--- src/rtl/cmd_point.sv ---
// Sequencer command pointer: holds the current command address and updates it
// once per clock from a one-hot opcode (absolute jump, skip forward, skip backward).
module cmd_point #(
    parameter int                   BUS_WIDTH      = 32,
    parameter logic [BUS_WIDTH-1:0] CMD_POINT_BASE = '0
) (
    input  logic                 clk,
    input  logic                 nreset,
    input  logic [2:0]           opcode,
    input  logic [BUS_WIDTH-1:0] addr_to,
    output logic [BUS_WIDTH-1:0] addr_point,
    output logic                 ready
);

    localparam logic [2:0] OP_NUL = 3'b000;
    localparam logic [2:0] OP_JMP = 3'b001;
    localparam logic [2:0] OP_SJF = 3'b010;
    localparam logic [2:0] OP_SJB = 3'b100;

    logic [BUS_WIDTH-1:0] r_addr;
    logic                 r_ready;
    logic [BUS_WIDTH-1:0] w_next_addr;

    // Multi-hot and unused codes fall through to hold; add/sub wrap modulo 2^BUS_WIDTH.
    function automatic logic [BUS_WIDTH-1:0] next_addr(
        input logic [2:0]           op,
        input logic [BUS_WIDTH-1:0] cur,
        input logic [BUS_WIDTH-1:0] arg
    );
        logic [BUS_WIDTH-1:0] res;
        res = cur;
        case (op)
            OP_NUL:  res = cur;
            OP_JMP:  res = arg;
            OP_SJF:  res = cur + arg;
            OP_SJB:  res = cur - arg;
            default: res = cur;
        endcase
        return res;
    endfunction

    always_comb begin
        w_next_addr = next_addr(opcode, r_addr, addr_to);
    end

    // Stage boundary: pointer and ready register; reset wins over any opcode on the same edge.
    always_ff @(posedge clk) begin
        if (nreset) begin
            r_addr  <= CMD_POINT_BASE;
            r_ready <= 1'b0;
        end else begin
            r_ready <= 1'b1;
            if (r_ready) begin
                r_addr <= w_next_addr;
            end
        end
    end

    assign addr_point = r_addr;
    assign ready      = r_ready;

endmodule

--- config.mk ---
export PLATFORM = sky130hd
export DESIGN_NAME = cmd_point
export DESIGN_NICKNAME = d
export VERILOG_FILES = /design/src/rtl/cmd_point.sv
export SDC_FILE = /design/constraint.sdc
export NUM_CORES = 1
export LEC_CHECK = 0
export CAP_MARGIN = 20
export CELL_PAD_IN_SITES_DETAIL_PLACEMENT = 0
export CELL_PAD_IN_SITES_GLOBAL_PLACEMENT = 1
export CORE_MARGIN = 2
export CORE_UTILIZATION = 39
export DETAILED_ROUTE_END_ITERATION = 7
export GPL_TIMING_DRIVEN = 1
export HOLD_SLACK_MARGIN = 0.08
export PLACE_DENSITY_LB_ADDON = 0.1
export SYNTH_ARGS = -nofsm -noshare
export SYNTH_HDL_FRONTEND = slang
export SYNTH_SLANG_ARGS = --single-unit
--- constraint.sdc ---
create_clock -name clk -period 4.95 [get_ports clk]
set_clock_uncertainty 0.1 [all_clocks]
set_input_delay 0.495 -clock clk [delete_from_list [all_inputs] [get_ports clk]]
set_output_delay 0.495 -clock clk [all_outputs]
set_load 0.01 [all_outputs]
==> run summary <==
post-synthesis sequential area ratio = 0.172
global-route wire length before repair = 22,800 um
largest net degree at the start of global routing = 29
non-filler cells, final = 742
clk buf depth = 2
CP Data Arrival Time = 4.50 ns
Pre-Repair DR Iteration Count = 5
die area = 10,700 sq um
mux cell area share after synthesis = 0.00520
die width = 103 um
status = completed
fillers = 966
GRT Total Usage = 0.278
hold worst-path end = addr_point[0]$_SDFFE_PP0P_
Post-CTS Repair Setup Buffers = 0
Worst R2R End = addr_point[28]$_SDFFE_PP0P_
most frequent cells in the layout = clkdlybuf4s50_1 (69), a21oi_1 (60), nand2_1 (51)
via count = 4,410
crit path kind = input port to flip-flop
synthesized area = 3850 sq um
total of max-cap violations = 0
Antenna Cells = 0
average cell area after synthesis = 7.19 sq um
CTS tree = yes
Mapped Nets = 605
routability congestion estimate = 0.944
largest family of logic cells by synthesized area = compound AO/OA/AOI/OAI gates
Synth Area in XOR/XNOR = 0.127
later-pin clock latency in the skew report = 0.31 ns
H-tree Lvls = 2
final hold violations = 0
Critical Path Source Type = input port
VDD IR max = 0.111 mV
hold buffers post-CTS = 0
Port-buffer cells = 69
worst stage delay on the critical path = 0.49 ns
crit-path cells = clkdlybuf4s50_1, nor4_2, and2_1, nand3_1, nor2_1, nand2_1, o41ai_1, xor2_1, ha_1, and3_1, nand4_1, or2_2, nor3_1, nor3_1, nand2_1, nand3_1
Clock Sink Count = 33
Final Cycle Share = 0.892
LEAKAGE = 1.92 nW
unrepaired setup endpoints after global routing = false
Min Hold Slack = 0.371 ns
Fin Setup TNS = 0 ns
Place WS = 0.146 ns
Via density = 5.94
Post-Synthesis Cells = 535
Slew @ Worst Pin = 1.13 ns
vias in the first global route = 4,322
total gr overflow = 0
critical path capture point type = flip-flop
DP HPWL = 10,500 um
YS warnings = 0
Hold Crit Depth = 2
initial antenna violation count = 0
Area contributors post-synth = dfxtp_1 (17%), ha_1 (10%), xnor2_1 (8.9%)
most common cell after layout, fill and taps aside = clkdlybuf4s50_1
Resize count post-CTS = 0
Hold Crit Class = flip-flop to flip-flop
Distinct cells, synth = 56
Final Power = 1.15 mW
PnR worst setup slack = 0.536 ns
CP max FO = 7
post-synthesis simple-gate area fraction = 0.211
post-synthesis sequential element count = 33
clock transition at the registers of the reported paths = 0.09 ns
Inserted Clock Buffers = 5
Compound-Gate Fraction of Synth Area = 0.332
Reg-to-Reg Start = addr_point[0]$_SDFFE_PP0P_
asr flop ratio synth = 0
min Tclk post-route = 4.41 ns
drt wl/cell = 19.4 um
hold_sp = addr_point[0]$_SDFFE_PP0P_
final setup violation count = 0
worst reg2reg setup slack = 1.95 ns
Initial Util = 0.397
CP max stage cell = clkdlybuf4s50_1
relative slew slack = 0.246
row count = 36
WL final = 14,400 um
DRT iter0 DRCs = 250
PD cells = 234 nW/um^2
post-synth top area share = 0.172
adder-cell area share of the yosys netlist = 0.109
share of post-route cells with drive strength above 1 = 0.0722
Core Region = 9680 sq um
die height = 103 um
Synth-to-Final Area Change = 27.4%
R2R depth = 13
Post-synth EDFFs = 0
nets@finish = 678
top_reg_cell synth = dfxtp_1
largest area contributor in the netlist = dfxtp_1
antenna-violating nets left = 0
Placed Cells = 734
CTS Root Cell = clkbuf_8
WP data required = 5.04 ns
I/O pin count = 70
Max Slew Vio Count = 0
Max Freq = 0.227 GHz
DRC Markers = 0
[cell usage after synthesis, types with 14 or more instances]
library cell	instances
a21oi_1	60
xnor2_1	39
inv_1	15
clkbuf_1	28
nor2_1	44
nand2_1	51
dfxtp_1	33
a31oi_1	14
o21ai_0	41
ha_1	32
xor2_1	15
[cells by family (layout without fill, tap and decap cells)]
logic type,after synthesis,count (layout)
AO/OA/AOI/OAI,198,198
buffers and inverters,44,118
flip-flops,33,33
XOR/XNOR,55,55
multiplexers,2,2
AND/OR/NAND/NOR,170,170
adder cells (fa/ha/maj),33,33
[layout make-up]
type | instances | area (sq um) | share of cell area
multi-input cells | 458 | 3030 | 0.619
repair buffers | 95 | 886 | 0.181
flip-flops and latches | 33 | 661 | 0.135
well taps | 133 | 166 | 0.0339
clock buffers | 7 | 96.3 | 0.0196
inverters | 15 | 56.3 | 0.0115
clock inverters | 1 | 5.00 | 0.00102
[sequential cells by signal, summed over array words and instances, names as in the netlist]
signal	flops
addr_point	32
ready	1
[routing by layer]
metal / track usage / wire [um]
met4: 0.102 / 422
met5: 0 / 0
met1: 0.373 / 6630
met2: 0.452 / 6470
met3: 0.0397 / 849
[through the flow]
step | instance area [sq um] | util
global route | 4900 | 0.506
CTS | 4900 | 0.506
finish | 4900 | 0.506
detailed placement | 4800 | 0.495
global placement | 4800 | 0.495
floorplan | 3850 | -
[critical path: cells and delay by family]
family	cells	cell delay, ns
fa+ha+maj	1	0.46
buf+inv	1	0.49
simple gates	12	2.61
xor+xnor	1	0.12
compound gates	1	0.33
[power by group]
part           switching, mW  internal [mW]
clock                  0.131          0.126
combinational          0.324          0.258
sequential            0.0211          0.288
[worst max path at each step]
stage	startpoint	to	slack (ns)	cells past startpoint
after floorplan	opcode[0]	addr_point[18]$_SDFFE_PP0P_	1.24	12
after global placement	addr_to[2]	addr_point[31]$_SDFFE_PP0P_	0.23	16
after detailed placement	addr_to[4]	addr_point[31]$_SDFFE_PP0P_	0.15	16
after CTS	addr_to[2]	addr_point[31]$_SDFFE_PP0P_	0.48	16
after global routing	addr_to[2]	addr_point[31]$_SDFFE_PP0P_	0.14	16
final	addr_to[4]	addr_point[31]$_SDFFE_PP0P_	0.54	16
Power figures use the tool's default switching activity.
